===== config.mk =====
export PLATFORM = sky130hd
export DESIGN_NAME = src_select_sync
export DESIGN_NICKNAME = d
export VERILOG_FILES = /design/src/rtl/src_select_sync.sv
export SDC_FILE = /design/constraint.sdc
export NUM_CORES = 1
export LEC_CHECK = 0
export ABC_AREA = 1
export CAP_MARGIN = 5
export CORE_MARGIN = 2
export CORE_UTILIZATION = 50
export CTS_BUF_LIST = sky130_fd_sc_hd__clkbuf_16
export CTS_CLUSTER_DIAMETER = 120
export CTS_CLUSTER_SIZE = 20
export DETAILED_ROUTE_END_ITERATION = 16
export DONT_BUFFER_PORTS = 1
export SLEW_MARGIN = 20
export SYNTH_ARGS = -nofsm -noshare
export SYNTH_HDL_FRONTEND = slang
export SYNTH_SLANG_ARGS = --single-unit

===== constraint.sdc =====
create_clock -name clk -period 1.5 [get_ports clk]
set_clock_uncertainty 0.15 [all_clocks]
set_input_delay 0.075 -clock clk [delete_from_list [all_inputs] [get_ports clk]]
set_output_delay 0.075 -clock clk [all_outputs]
set_load 0.005 [all_outputs]

===== src/rtl/src_select_sync.sv =====
// rtl/src_select_sync.sv - synchronised, debounced, glitch-free N-channel source selector (optional status: SRC_SELECT_STATUS_EN)
module src_select_sync #(
    parameter int NCH           = 4,
    parameter int WIDTH         = 1,
    parameter int STABLE_CYCLES = 16,
    parameter int GAP_CYCLES    = 2,
    parameter int RESET_CH      = 0,
    localparam int SEL_W        = $clog2(NCH)
) (
    input  logic                 clk,
    input  logic                 rst_n,
    input  logic [SEL_W-1:0]     sel,
    input  logic [NCH*WIDTH-1:0] din,
    output logic [WIDTH-1:0]     dout,
    output logic [SEL_W-1:0]     cur_sel,
    output logic                 busy,
    output logic                 switch_pulse
`ifdef SRC_SELECT_STATUS_EN
    ,
    output logic [7:0]           switch_count,
    output logic                 abort_flag
`endif
);

    localparam int CNT_MAX = (STABLE_CYCLES > GAP_CYCLES) ? STABLE_CYCLES : GAP_CYCLES;
    localparam int CNT_W   = (CNT_MAX > 1) ? $clog2(CNT_MAX) : 1;

    localparam logic [SEL_W-1:0] RESET_SEL   = SEL_W'(RESET_CH);
    localparam logic [SEL_W:0]   NCH_V       = (SEL_W + 1)'(NCH);
    localparam logic [CNT_W-1:0] STABLE_LAST = CNT_W'(STABLE_CYCLES - 1);
    localparam logic [CNT_W-1:0] GAP_LAST    = CNT_W'((GAP_CYCLES > 0) ? GAP_CYCLES - 1 : 0);

    typedef enum logic [1:0] {RUN, DEBOUNCE, GAP} state_t;

    state_t           state, state_n;
    logic [SEL_W-1:0] sync_q1, sel_s;
    logic [SEL_W-1:0] cand, cand_n, cur_sel_n;
    logic [CNT_W-1:0] cnt, cnt_n;
    logic [WIDTH-1:0] dout_n;
    logic [WIDTH-1:0] ch [NCH];
    logic             in_range, valid_req, commit;

    // Split the flat input bus into per-channel words.
    always_comb begin
        for (int k = 0; k < NCH; k++) begin
            ch[k] = din[k*WIDTH +: WIDTH];
        end
    end

    assign in_range  = ({1'b0, sel_s} < NCH_V);
    assign valid_req = in_range && (sel_s != cur_sel);

    // Two-flop synchroniser for the switch input; parks on the reset channel.
    always_ff @(posedge clk or negedge rst_n) begin
        if (!rst_n) begin
            sync_q1 <= RESET_SEL;
            sel_s   <= RESET_SEL;
        end else begin
            sync_q1 <= sel;
            sel_s   <= sync_q1;
        end
    end

    // Next-state and output decode: debounce the candidate, blank during the gap, then commit.
    always_comb begin
        state_n   = state;
        cand_n    = cand;
        cnt_n     = cnt;
        cur_sel_n = cur_sel;
        commit    = 1'b0;
        dout_n    = ch[cur_sel];
        case (state)
            RUN: begin
                if (valid_req) begin
                    cand_n  = sel_s;
                    cnt_n   = '0;
                    state_n = DEBOUNCE;
                end
            end
            DEBOUNCE: begin
                if (sel_s == cand) begin
                    if (cnt == STABLE_LAST) begin
                        cnt_n = '0;
                        if (GAP_CYCLES == 0) begin
                            commit  = 1'b1;
                            state_n = RUN;
                        end else begin
                            state_n = GAP;
                        end
                    end else begin
                        cnt_n = cnt + CNT_W'(1);
                    end
                end else if ((sel_s == cur_sel) || !in_range) begin
                    state_n = RUN;
                end else begin
                    cand_n = sel_s;
                    cnt_n  = '0;
                end
            end
            GAP: begin
                dout_n = '0;
                if (cnt == GAP_LAST) begin
                    commit  = 1'b1;
                    cnt_n   = '0;
                    state_n = RUN;
                end else begin
                    cnt_n = cnt + CNT_W'(1);
                end
            end
            default: begin
                state_n = RUN;
                cnt_n   = '0;
            end
        endcase
        if (commit) begin
            cur_sel_n = cand;
        end
    end

    // Selector state and registered outputs; busy is taken from the next state so it rises on entry.
    always_ff @(posedge clk or negedge rst_n) begin
        if (!rst_n) begin
            state        <= RUN;
            cand         <= RESET_SEL;
            cnt          <= '0;
            cur_sel      <= RESET_SEL;
            dout         <= '0;
            busy         <= 1'b0;
            switch_pulse <= 1'b0;
        end else begin
            state        <= state_n;
            cand         <= cand_n;
            cnt          <= cnt_n;
            cur_sel      <= cur_sel_n;
            dout         <= dout_n;
            busy         <= (state_n != RUN);
            switch_pulse <= commit;
        end
    end

`ifdef SRC_SELECT_STATUS_EN
    logic abort;
    assign abort = (state == DEBOUNCE) && (sel_s != cand) && ((sel_s == cur_sel) || !in_range);

    // Saturating commit counter and sticky abort indicator.
    always_ff @(posedge clk or negedge rst_n) begin
        if (!rst_n) begin
            switch_count <= 8'd0;
            abort_flag   <= 1'b0;
        end else begin
            if (commit && (switch_count != 8'hFF)) begin
                switch_count <= switch_count + 8'd1;
            end
            if (abort) begin
                abort_flag <= 1'b1;
            end
        end
    end
`endif

endmodule


# ---- Word-level counts from Yosys, hierarchy flattened
# Cells that the tools add are included.
dict set report op_classes {
  n_addsub 1
  n_mux 22
  n_eq_ne 11
  bitwise_logic 1
  n_reduce_logical 5
  magnitude_cmp 1
}
# operator count
set op_table {}
lappend op_table {{two-way mux 4 bit} 5}
lappend op_table {{two-way mux 2 bit} 8}
lappend op_table {{one-hot mux 4 bit (3 select lines)} 1}
lappend op_table {{!= test 2 bit, second input constant} 3}
lappend op_table {{one-hot mux 2 bit (3 select lines)} 1}
lappend op_table {{two-way mux 1 bit} 5}
lappend op_table {{adder 4 x 1 -> 4 bit, second input constant} 1}
lappend op_table {{== test 2 bit} 2}
lappend op_table {{== test 4 x 1 -> 1 bit, second input constant} 1}
lappend op_table {{== test 4 bit, second input constant} 1}
lappend op_table {{one-hot mux 2 bit (2 select lines)} 1}
lappend op_table {{AND reduction 4 bit} 1}
lappend op_table {{nonzero test 2 bit} 2}
lappend op_table {{greater-or-equal comparator 3 bit, second input constant} 1}
lappend op_table {{!= test 3 bit, second input constant} 1}
lappend op_table {{NOT 2 -> 3 bit} 1}
lappend op_table {{binary-select mux 1 bit (select 2 bit)} 1}
lappend op_table {{== test 2 x 1 -> 1 bit, second input constant} 1}
lappend op_table {{== test 2 bit, second input constant} 1}
lappend op_table {{zero test 2 bit} 1}
lappend op_table {{!= test 2 bit} 1}
lappend op_table {{AND reduction 2 bit} 1}
dict set report totals {
  out_inout_bits 5
  input_bits 8
  elab_cells 50
  regBits 17
}

# ---- Depth between registers and ports, before layout
# Gate-level depths: netlist (run 1).
dict set report depth {
  depth_word 5
  mapped_depth 10
  ltp_nobuf 10
}

# ---- Worst setup path after synthesis (run 1)
# No wires, ideal clock.
dict set report synth_path {
  path_type {reg2reg}
  start {register cnt[0]}
  end {register busy}
  path_stages_with_launch 9
  slack_ps 139
  arrival_ps 1093
  setup_time_ps 118
  n_path_buf 0
  cell_sequence {dfrtp_1 ha_1 nand2_1 nor2_1 nand3_1 nand3_1 nand2_1 nand2_1 nand2_1}
}
dict set report synth_via {
  elab_chain_len 5
  word_cells_on_any_way 7
  classes_between {eq/ne: 2; mux: 4; reduce/logical: 1}
}
# element line
set synth_rtl {}
lappend synth_rtl {{from (decl)} 38} ;# logic [CNT_W-1:0] cnt, cnt_n;
lappend synth_rtl {{from (signal assigned)} 133} ;# cnt <= cnt_n;
lappend synth_rtl {{== test 4 bit} 82} ;# if (cnt == STABLE_LAST) begin
lappend synth_rtl {{two-way mux 2 bit} 82}
lappend synth_rtl {{two-way mux 2 bit} 81} ;# if (sel_s == cand) begin
lappend synth_rtl {{one-hot mux 2 bit (3 select lines) (*)} 72} ;# case (state)
lappend synth_rtl {{nonzero test 2 bit (*)} 136} ;# busy <= (state_n != RUN);
lappend synth_rtl {{to (signal assigned)} 136}
lappend synth_rtl {{to (decl)} 16} ;# output logic busy,
# Every way passes the cells marked *; elsewhere a longest branch is shown, timed or not.
# A chain may end at the register's enable or synchronous reset.

# ---- Worst setup path in the final report (run 1)
dict set report layout_path {
  start {register cnt[1]}
  end {register cnt[2]}
}
dict set report layout_via {
  elab_chain_len 4
  word_cells_on_any_way 7
  classes_between {add/sub: 1; eq/ne: 2; mux: 4}
}
# element line
set layout_rtl {}
lappend layout_rtl {{adder 4 x 1 -> 4 bit or == test 4 bit (tied branches)} {91, 107, 82}}
lappend layout_rtl {{two-way mux 4 bit} 82}
lappend layout_rtl {{two-way mux 4 bit} 81}
lappend layout_rtl {{one-hot mux 4 bit (3 select lines) (*)} 72}
# Marked as above.

==> impl_metrics.py, run 1 <==
metrics = {
    "layout": {
        "n_antenna_cell": 0,
        "final_common_cell": "nand2_1",
        "regArea_sq_um": 428,
        "layout-drive-gt1-share_pct": 30.2,
        "mostFrequentLayoutCells": "nand2_1, dfrtp_1, inv_1, buf_4",
        "n_fill_cell": 150,
        "fin_nets": 164,
        "area_delta_synth_final_pct": 36.2,
        "multi_input_area_sq_um": 556,
    },
    "critical_path": {
        "ff2ff_path_depth": 7,
        "path_max_fanout": 3,
        "start_kind": "register",
        "worst_ep_required_time_ns": 1.54,
        "worstSetupPathType": "register to register",
        "critPathCaptureType": "register",
        "cp_data_arrival_time_ns": 1.49,
    },
    "sta": {
        "hold_viol": 0,
        "final-setup-viol-count": 0,
        "rsz0062_at_grt": "yes",
        "max_freq_ghz": 0.687,
        "setup_tns_ns": 0,
        "layout_min_cycle_time_ns": 1.46,
        "slew_violations": 0,
        "fin_hold_ws_ns": 0.208,
        "worst_pin_slew_ns": 0.798,
        "period_share_pct": 97.0,
        "max-slew-margin-rel_pct": 46.6,
    },
    "detailed_routing": {
        "highest_layer": "met4",
        "drt-met1-wl_microns": 1050,
        "route.detailed.wl_per_inst_microns": 12.8,
        "viasPerCell": 5.06,
        "dr_wl_met3_microns": 76,
        "drt-total-wl_microns": 2230,
        "firstDrtPassIters": 4,
        "drtIter0Drc": 18,
        "wl_met2_microns": 1060,
        "dr_total_vias": 881,
        "postRouteAntennaNets": 0,
        "drcViolationCount": 0,
    },
    "power": {
        "power.switching_mw": 0.567,
        "seqPwrFrac_pct": 35.2,
        "power_density_nw_per_um2": 1280,
        "p_clk_share_pct": 31.1,
        "p_int_mw": 1.12,
        "vdd_ir_drop_max_uv": 1200,
        "p_comb_share_pct": 33.7,
        "swShare_pct": 33.7,
        "p_leak_nw": 0.640,
    },
    "cts": {
        "cts_max_level": 1,
        "cts_made_buffers": 3,
        "clk_latency_ns": 0.25,
        "cts.sinks": 17,
        "clk_path_buf_depth": 2,
        "cts_tree": "built",
        "cts.clk_slew.worst_paths_ns": 0.05,
        "cts_root_buffer": "clkbuf_16",
    },
    "floorplan": {
        "design.core.area_sq_um": 1760,
        "row_count": 15,
        "die_area_sq_um": 2290,
        "chipWidth_microns": 47.9,
        "initial_core_util_pct": 54.6,
        "io_pins": 13,
        "die_h_microns": 47.9,
    },
    "synth": {
        "synth_area_leader_cell": "dfrtp_1",
        "ys_seq_elements": 17,
        "syn-instance-count": 127,
        "ys_seq_area_share_pct": 44.2,
        "syn_area_sq_um": 963,
        "ys_types": 18,
        "synth_fp_nets": 141,
        "yosys_warnings": 0,
        "postSynthAreaPerCell_sq_um": 7.59,
        "synth_area_leaders": "dfrtp_1, nand2_1, ha_1",
        "synth_top_area_share_pct": 44.2,
    },
    "grt": {
        "grt_pass1_wl_microns": 3390,
        "overflow": 0,
        "antenna_found_initial": 0,
        "grt_usage_pct": 22.2,
        "grt_max_degree": 18,
        "grt_pass1_vias": 800,
    },
    "outcome": {
        "outcome": "completed",
    },
    "place": {
        "dp_hpwl_microns": 1460,
        "io_buffers": 0,
        "place.gp.congestion": 0.833,
    },
    "run": {
        "maxCapViolations": 0,
    },
    "hold_path": {
        "hp-class": "input pin to asynchronous set/reset pin",
    },
}
-- power groups by stage --
stage          clock network (mW)  registers, mW  logic [mW]
6_report                    0.524          0.593       0.568
5_1_grt                     0.554          0.597       0.628
4_1_cts                     0.534          0.587       0.438
3_5_place_dp                    0          0.593       0.412
3_3_place_gp                    0          0.594       0.406
2_1_floorplan                   0          0.582       0.334
-- final timing paths --
| check | startpoint | end | slack (ns) |
|---|---|---|---|
| min in group clk | sync_q1[0] | sel_s[0] | 0.21 |
| max reg2reg | cnt[1] | cnt[2] | 0.04 |
| max | cnt[1] | cnt[2] | 0.04 |
| max in group asynchronous | rst_n | cur_sel[1] | 0.44 |
| min reg2reg | sync_q1[0] | sel_s[0] | 0.21 |
| min | rst_n | cnt[3] | 0.21 |
-- final cells by class --
| class | count | area share, % |
|---|---|---|
| Sequential cell | 17 | 32.6 |
| Inverter | 17 | 5.05 |
| Multi-Input combinational cell | 93 | 42.3 |
| Timing Repair Buffer | 18 | 11.6 |
| Tap cell | 25 | 2.38 |
| Clock inverter | 1 | 0.286 |
| Clock buffer | 3 | 5.72 |
-- metrics by stage --
step	setup WS, ns	instance area [sq um]	total power, mW	utilization (%)	cells
finish	0.0447	1310	1.68	74.4	174
global route	-0.0424	1310	1.78	74.4	174
CTS	0.00134	1200	1.56	68.2	171
detailed placement	0.00486	1050	1.00	59.8	160
global placement	0.0161	1050	1.00	59.8	160
floorplan	0.139	963	0.916	-	127
-- metal layers --
metal | up-vias | global-route usage [%]
li1 | 449 | -
met1 | 406 | 28.4
met2 | 22 | 33.9
met3 | 4 | 4.53
met4 | 0 | 14.6
met5 | - | 0
-- kinds of logic (layout without fill, tap and decap cells) --
kind of cell | Yosys count | in the layout | share of synthesized area, %
flip-flops | 17 | 17 | 44.2
adder cells (fa/ha/maj) | 6 | 6 | 7.79
AO/OA/AOI/OAI | 15 | 15 | 8.31
XOR/XNOR | 1 | 1 | 0.909
buffers and inverters | 17 | 39 | 6.62
AND/OR/NAND/NOR | 71 | 71 | 32.2
-- synthesized netlist by cell type --
library cell  instances
xor2_1                1
o21ai_0               7
a21boi_0              1
nor2_2                1
nand2_4               1
nand3_1              12
dfrtp_1              17
a21oi_1               4
o21ai_1               2
nor2_1                8
nand4_1               2
o211ai_1              1
ha_1                  6
nand2_1              43
inv_1                15
nand2_2               3
inv_2                 2
nand3_2               1
-- critical path, cell delays in order, from the launching register on --
cell and delay, ns:
dfrtp_1 0.40, ha_2 0.21, buf_4 0.14, xor2_2 0.17, nand4_1 0.11, nand2_1 0.08
nand3_1 0.07, nand2_1 0.06
-- repair_timing --
item,CTS,global route
resized for setup,0,29
hold buffers,7,0
buffers inserted,0,3
endpoints found under the setup margin,0,11
endpoints found under the hold margin,20,0
-- sequential cells by signal (all words and copies together), names as in the netlist --
signal,flops
cnt,4
cand,2
cur_sel,2
sel_s,2
state,2
sync_q1,2
busy,1
dout,1
switch_pulse,1
No activity file was read; power rests on OpenSTA's default activity.
==> run 2: changes to the inputs <==
CORE_MARGIN = 5   (was 2)
clock period = 1.75 ns   (was 1.5 ns; I/O delays follow)
==> run 2 against run 1 <==
- register-to-register slack improved by 0.07 ns
- die area rose by 27%
- power fell by 21%
- critical path type unchanged
- critical endpoint is now dout
- largest cell class unchanged
- highest routed layer unchanged
==> impl_metrics.py, run 2 (synthesis results as in run 1) <==
metrics = {
    "layout": {
        "regArea_sq_um": 427,
        "final_common_cell": "nand2_1",
        "n_fill_cell": 147,
        "area_delta_synth_final_pct": 19.6,
        "layout-drive-gt1-share_pct": 10.1,
        "n_antenna_cell": 0,
        "largest_register_ffs": 4,
        "fin_nets": 153,
        "regMostFlops": "cnt",
        "multi_input_area_sq_um": 478,
        "mostFrequentLayoutCells": "nand2_1, dfrtp_1, inv_1, nand3_1, nor2_1",
    },
    "grt": {
        "grt_usage_pct": 17.1,
        "antenna_found_initial": 0,
        "grt_pass1_vias": 777,
        "grt_max_degree": 18,
        "grt_pass1_wl_microns": 3400,
        "overflow": 0,
    },
    "power": {
        "p_leak_nw": 0.580,
        "power_mw": 1.34,
        "power_density_nw_per_um2": 1160,
        "vdd_ir_drop_max_uv": 864,
    },
    "cts": {
        "cts_max_level": 1,
        "cts.sinks": 17,
        "cts.clk_slew.worst_paths_ns": 0.05,
        "clk_latency_ns": 0.25,
        "cts_made_buffers": 3,
        "cts_root_buffer": "clkbuf_16",
        "clk_path_buf_depth": 2,
        "cts_tree": "built",
        "post_cts.repair.setup_buffers": 0,
    },
    "sta": {
        "fin_hold_ws_ns": 0.192,
        "max-slew-margin-rel_pct": 51.1,
        "rsz0062_at_grt": "no",
        "timing.final.ws_setup_ns": 0.115,
        "hold_viol": 0,
        "setup_tns_ns": 0,
        "worst_pin_slew_ns": 0.731,
        "period_share_pct": 93.4,
        "final-setup-viol-count": 0,
        "slew_violations": 0,
        "max_freq_ghz": 0.612,
        "layout_min_cycle_time_ns": 1.63,
    },
    "critical_path": {
        "critPathBufInv": 1,
        "max_stage_delay_ns": 0.59,
        "cp_cell_sequence": "nor2_1 > nor2_1 > o21ai_0 > dlygate4sd3_1 > a21oi_2",
        "critPathCaptureType": "register",
        "path_max_fanout": 6,
        "path_delay_family": "buffers and inverters",
        "cp_common_cell": "nor2_1",
        "cp_data_arrival_time_ns": 1.61,
        "cpMaxStageDelayCell": "dlygate4sd3_1",
        "worst_ep_required_time_ns": 1.73,
        "start_kind": "register",
        "worstSetupPathType": "register to register",
    },
    "detailed_routing": {
        "route.detailed.wl_per_inst_microns": 12.0,
        "dr_total_vias": 803,
        "drt-total-wl_microns": 1960,
        "firstDrtPassIters": 4,
        "drcViolationCount": 0,
        "postRouteAntennaNets": 0,
        "drtIter0Drc": 9,
        "viasPerCell": 4.93,
    },
    "hold_path": {
        "hp-class": "input pin to asynchronous set/reset pin",
    },
    "place": {
        "io_buffers": 0,
        "place.gp.congestion": 0.868,
        "place_ws_ns": 0.192,
        "dp_hpwl_microns": 1470,
    },
    "outcome": {
        "outcome": "completed",
    },
    "floorplan": {
        "row_count": 15,
        "initial_core_util_pct": 54.0,
        "design.core.area_sq_um": 1780,
        "chipWidth_microns": 53.9,
        "io_pins": 13,
        "die_area_sq_um": 2900,
        "die_h_microns": 53.9,
    },
    "run": {
        "maxCapViolations": 0,
    },
}
run 2: cell count changes in the layout (fill, tap and decap cells not counted), sizes merged:
cell and delta:
clkinvlp +1, inv -1, buf -11
run 2: worst paths after layout:
kind	endpoint	start	cells past startpoint	slack (ns)
min in group clk	sel_s[1]	sync_q1[1]	0	0.20
min reg2reg	sel_s[1]	sync_q1[1]	0	0.20
min	cnt[2]	rst_n	1	0.19
max in group asynchronous	cur_sel[0]	rst_n	1	0.75
max	dout	cur_sel[0]	5	0.12
max reg2reg	dout	cur_sel[0]	5	0.12
run 2: cell type report:
cell class / instances / share of cell area [%]
Clock inverter: 1 / 0.651
Tap cell: 25 / 2.71
Inverter: 17 / 5.54
Clock buffer: 3 / 6.51
Sequential cell: 17 / 37.0
Timing Repair Buffer: 7 / 6.08
Multi-Input combinational cell: 93 / 41.5
run 2: worst register-to-register path: cells and delay by family (launching register included):
| kind | cells | cell delay (ns) |
|---|---|---|
| flops | 1 | 0.46 |
| compound gates | 2 | 0.12 |
| buf+inv | 1 | 0.59 |
| simple gates | 2 | 0.20 |
run 2: power by group:
part / internal, mW / total [mW] / switching (mW)
Clock: 0.308 / 0.467 / 0.159
Sequential: 0.453 / 0.506 / 0.0527
Combinational: 0.130 / 0.366 / 0.235
run 2: what timing repair did:
| item | 4_1_cts | 5_1_grt |
|---|---|---|
| hold buffers | 7 | 0 |
| gates resized for setup | 0 | 2 |
| setup endpoints to repair | 0 | 1 |
| endpoints found under the hold margin | 20 | 0 |
run 2: per-layer routing:
metal / wire length [microns] / part of all wire, % / track usage [%]
met1: 924 / 47 / 20.9
met2: 928 / 47 / 27.8
met3: 65 / 3.3 / 3.88
met4: 38 / 1.9 / 8.94
met5: 0 / 0 / 0
run 2: through the flow:
stage | instances | instance area, sq um | util, %
3_3_place_gp | 152 | 995 | 55.8
5_1_grt | 163 | 1150 | 64.6
4_1_cts | 163 | 1150 | 64.4
6_report | 163 | 1150 | 64.6
3_5_place_dp | 152 | 995 | 55.8
2_1_floorplan | 127 | 963 | -
==> run 3: changes to the inputs <==
CTS_CLUSTER_SIZE = not set   (was 20)
MAX_ROUTING_LAYER = met4   (was not set)
==> run 3 against run 2 <==
- final cell count unchanged
- fmax unchanged
- via count did not move
- flip-flop and latch count unchanged
- first-iteration DRC count did not move
- power about the same
- critical path type unchanged
- largest power group unchanged
==> impl_metrics.py, run 3 (synthesis results as in run 1) <==
metrics = {
    "power": {
        "power_density_nw_per_um2": 1160,
        "p_int_mw": 0.892,
        "swShare_pct": 33.4,
        "p_clk_share_pct": 34.9,
        "seqPwrFrac_pct": 37.8,
        "p_leak_nw": 0.580,
        "p_comb_share_pct": 27.3,
        "power.switching_mw": 0.446,
        "vdd_ir_drop_max_uv": 863,
    },
    "layout": {
        "area_delta_synth_final_pct": 19.6,
        "final_common_cell": "nand2_1",
        "n_antenna_cell": 0,
        "multi_input_area_sq_um": 478,
        "largest_register_ffs": 4,
        "final_area_sq_um": 1150,
        "regMostFlops": "cnt",
        "regArea_sq_um": 427,
        "layout-drive-gt1-share_pct": 10.1,
        "n_fill_cell": 147,
        "fin_nets": 153,
        "mostFrequentLayoutCells": "nand2_1, dfrtp_1, inv_1, nand3_1, nor2_1",
    },
    "floorplan": {
        "chipWidth_microns": 53.9,
        "initial_core_util_pct": 54.0,
        "io_pins": 13,
        "design.core.area_sq_um": 1780,
        "die_area_sq_um": 2900,
        "die_h_microns": 53.9,
        "row_count": 15,
    },
    "critical_path": {
        "cpMaxStageDelayCell": "dlygate4sd3_1",
        "cp_cell_sequence": "nor2_1 > nor2_1 > o21ai_0 > dlygate4sd3_1 > a21oi_2",
        "critPathCaptureType": "register",
        "max_stage_delay_ns": 0.59,
        "worst_ep_required_time_ns": 1.73,
        "worstSetupPathType": "register to register",
        "cp_data_arrival_time_ns": 1.61,
        "cp_common_cell": "nor2_1",
        "path_delay_family": "buffers and inverters",
        "path_max_fanout": 6,
        "critPathBufInv": 1,
        "start_kind": "register",
    },
    "place": {
        "dp_hpwl_microns": 1470,
        "place_area_sq_um": 995,
        "io_buffers": 0,
        "place.gp.congestion": 0.882,
    },
    "outcome": {
        "outcome": "completed",
    },
    "sta": {
        "max_freq_ghz": 0.612,
        "rsz0062_at_grt": "no",
        "max-slew-margin-rel_pct": 51.1,
        "period_share_pct": 93.4,
        "final-setup-viol-count": 0,
        "layout_min_cycle_time_ns": 1.63,
        "worst_pin_slew_ns": 0.731,
        "hold_viol": 0,
        "slew_violations": 0,
        "setup_tns_ns": 0,
    },
    "detailed_routing": {
        "drtIter0Drc": 9,
        "firstDrtPassIters": 4,
        "dr_total_vias": 803,
        "route.detailed.wl_per_inst_microns": 12.0,
        "drt-total-wl_microns": 1960,
        "viasPerCell": 4.93,
        "postRouteAntennaNets": 0,
        "drcViolationCount": 0,
    },
    "cts": {
        "cts.sinks": 17,
        "cts_max_level": 1,
        "cts.clk_slew.worst_paths_ns": 0.05,
        "clk_latency_ns": 0.25,
        "cts_root_buffer": "clkbuf_16",
        "cts_tree": "built",
        "post_cts.repair.setup_buffers": 0,
        "clk_path_buf_depth": 2,
        "cts_made_buffers": 3,
    },
    "grt": {
        "antenna_found_initial": 0,
        "grt_pass1_vias": 778,
        "grt_usage_pct": 17.6,
        "overflow": 0,
        "grt_max_degree": 18,
        "grt_pass1_wl_microns": 3400,
    },
    "hold_path": {
        "hp-class": "input pin to asynchronous set/reset pin",
    },
    "run": {
        "maxCapViolations": 0,
    },
}
[run 3: stage by stage]
stage / setup slack, ns / total power, mW / hold WS, ns / cells / util (%)
2_1_floorplan: 0.389 / 0.785 / -0.358 / 127 / -
3_3_place_gp: 0.191 / 0.858 / -0.358 / 152 / 55.8
3_5_place_dp: 0.192 / 0.862 / -0.358 / 152 / 55.8
4_1_cts: 0.0915 / 1.34 / 0.203 / 163 / 64.4
5_1_grt: 0.0391 / 1.44 / 0.229 / 163 / 64.6
6_report: 0.115 / 1.34 / 0.192 / 163 / 64.6
[run 3: power groups by stage]
| stage | logic (mW) | registers (mW) | clock network (mW) |
|---|---|---|---|
| after floorplan | 0.286 | 0.498 | 0 |
| after global placement | 0.347 | 0.511 | 0 |
| after detailed placement | 0.347 | 0.515 | 0 |
| after CTS | 0.365 | 0.508 | 0.471 |
| after global routing | 0.427 | 0.516 | 0.493 |
| final | 0.366 | 0.506 | 0.467 |
[run 3: final timing paths]
kind	cells past startpoint	slack, ns	startpoint	endpoint
worst max register to register	5	0.12	cur_sel[0]	dout
worst min register to register	0	0.20	sync_q1[1]	sel_s[1]
min in group clk	0	0.20	sync_q1[1]	sel_s[1]
max in group asynchronous	1	0.75	rst_n	cur_sel[0]
worst max-delay path	5	0.12	cur_sel[0]	dout
worst min-delay path	1	0.19	rst_n	cnt[2]
[run 3: what timing repair did]
action / CTS / global route
resized for setup: 0 / 2
setup endpoints to repair: 0 / 1
endpoints found under the hold margin: 20 / 0
hold buffers: 7 / 0
[run 3: metal layers]
metal	global-route usage (%)	wire, microns
met5	-	0
met3	3.88	66
met2	27.8	928
met1	20.9	924
met4	8.94	38
[run 3: cell type report]
cell class | instances | share of cell area (%)
multi-input cells | 93 | 41.5
well taps | 25 | 2.71
flip-flops and latches | 17 | 37.0
clock buffers | 3 | 6.51
repair buffers | 7 | 6.08
clock inverters | 1 | 0.651
inverters | 17 | 5.54
[run 3: worst register-to-register path: stages (launching register included)]
cell and delay, ns:
dfrtp_2 0.46, nor2_1 0.15, nor2_1 0.05, o21ai_0 0.06, dlygate4sd3_1 0.59, a21oi_2 0.06
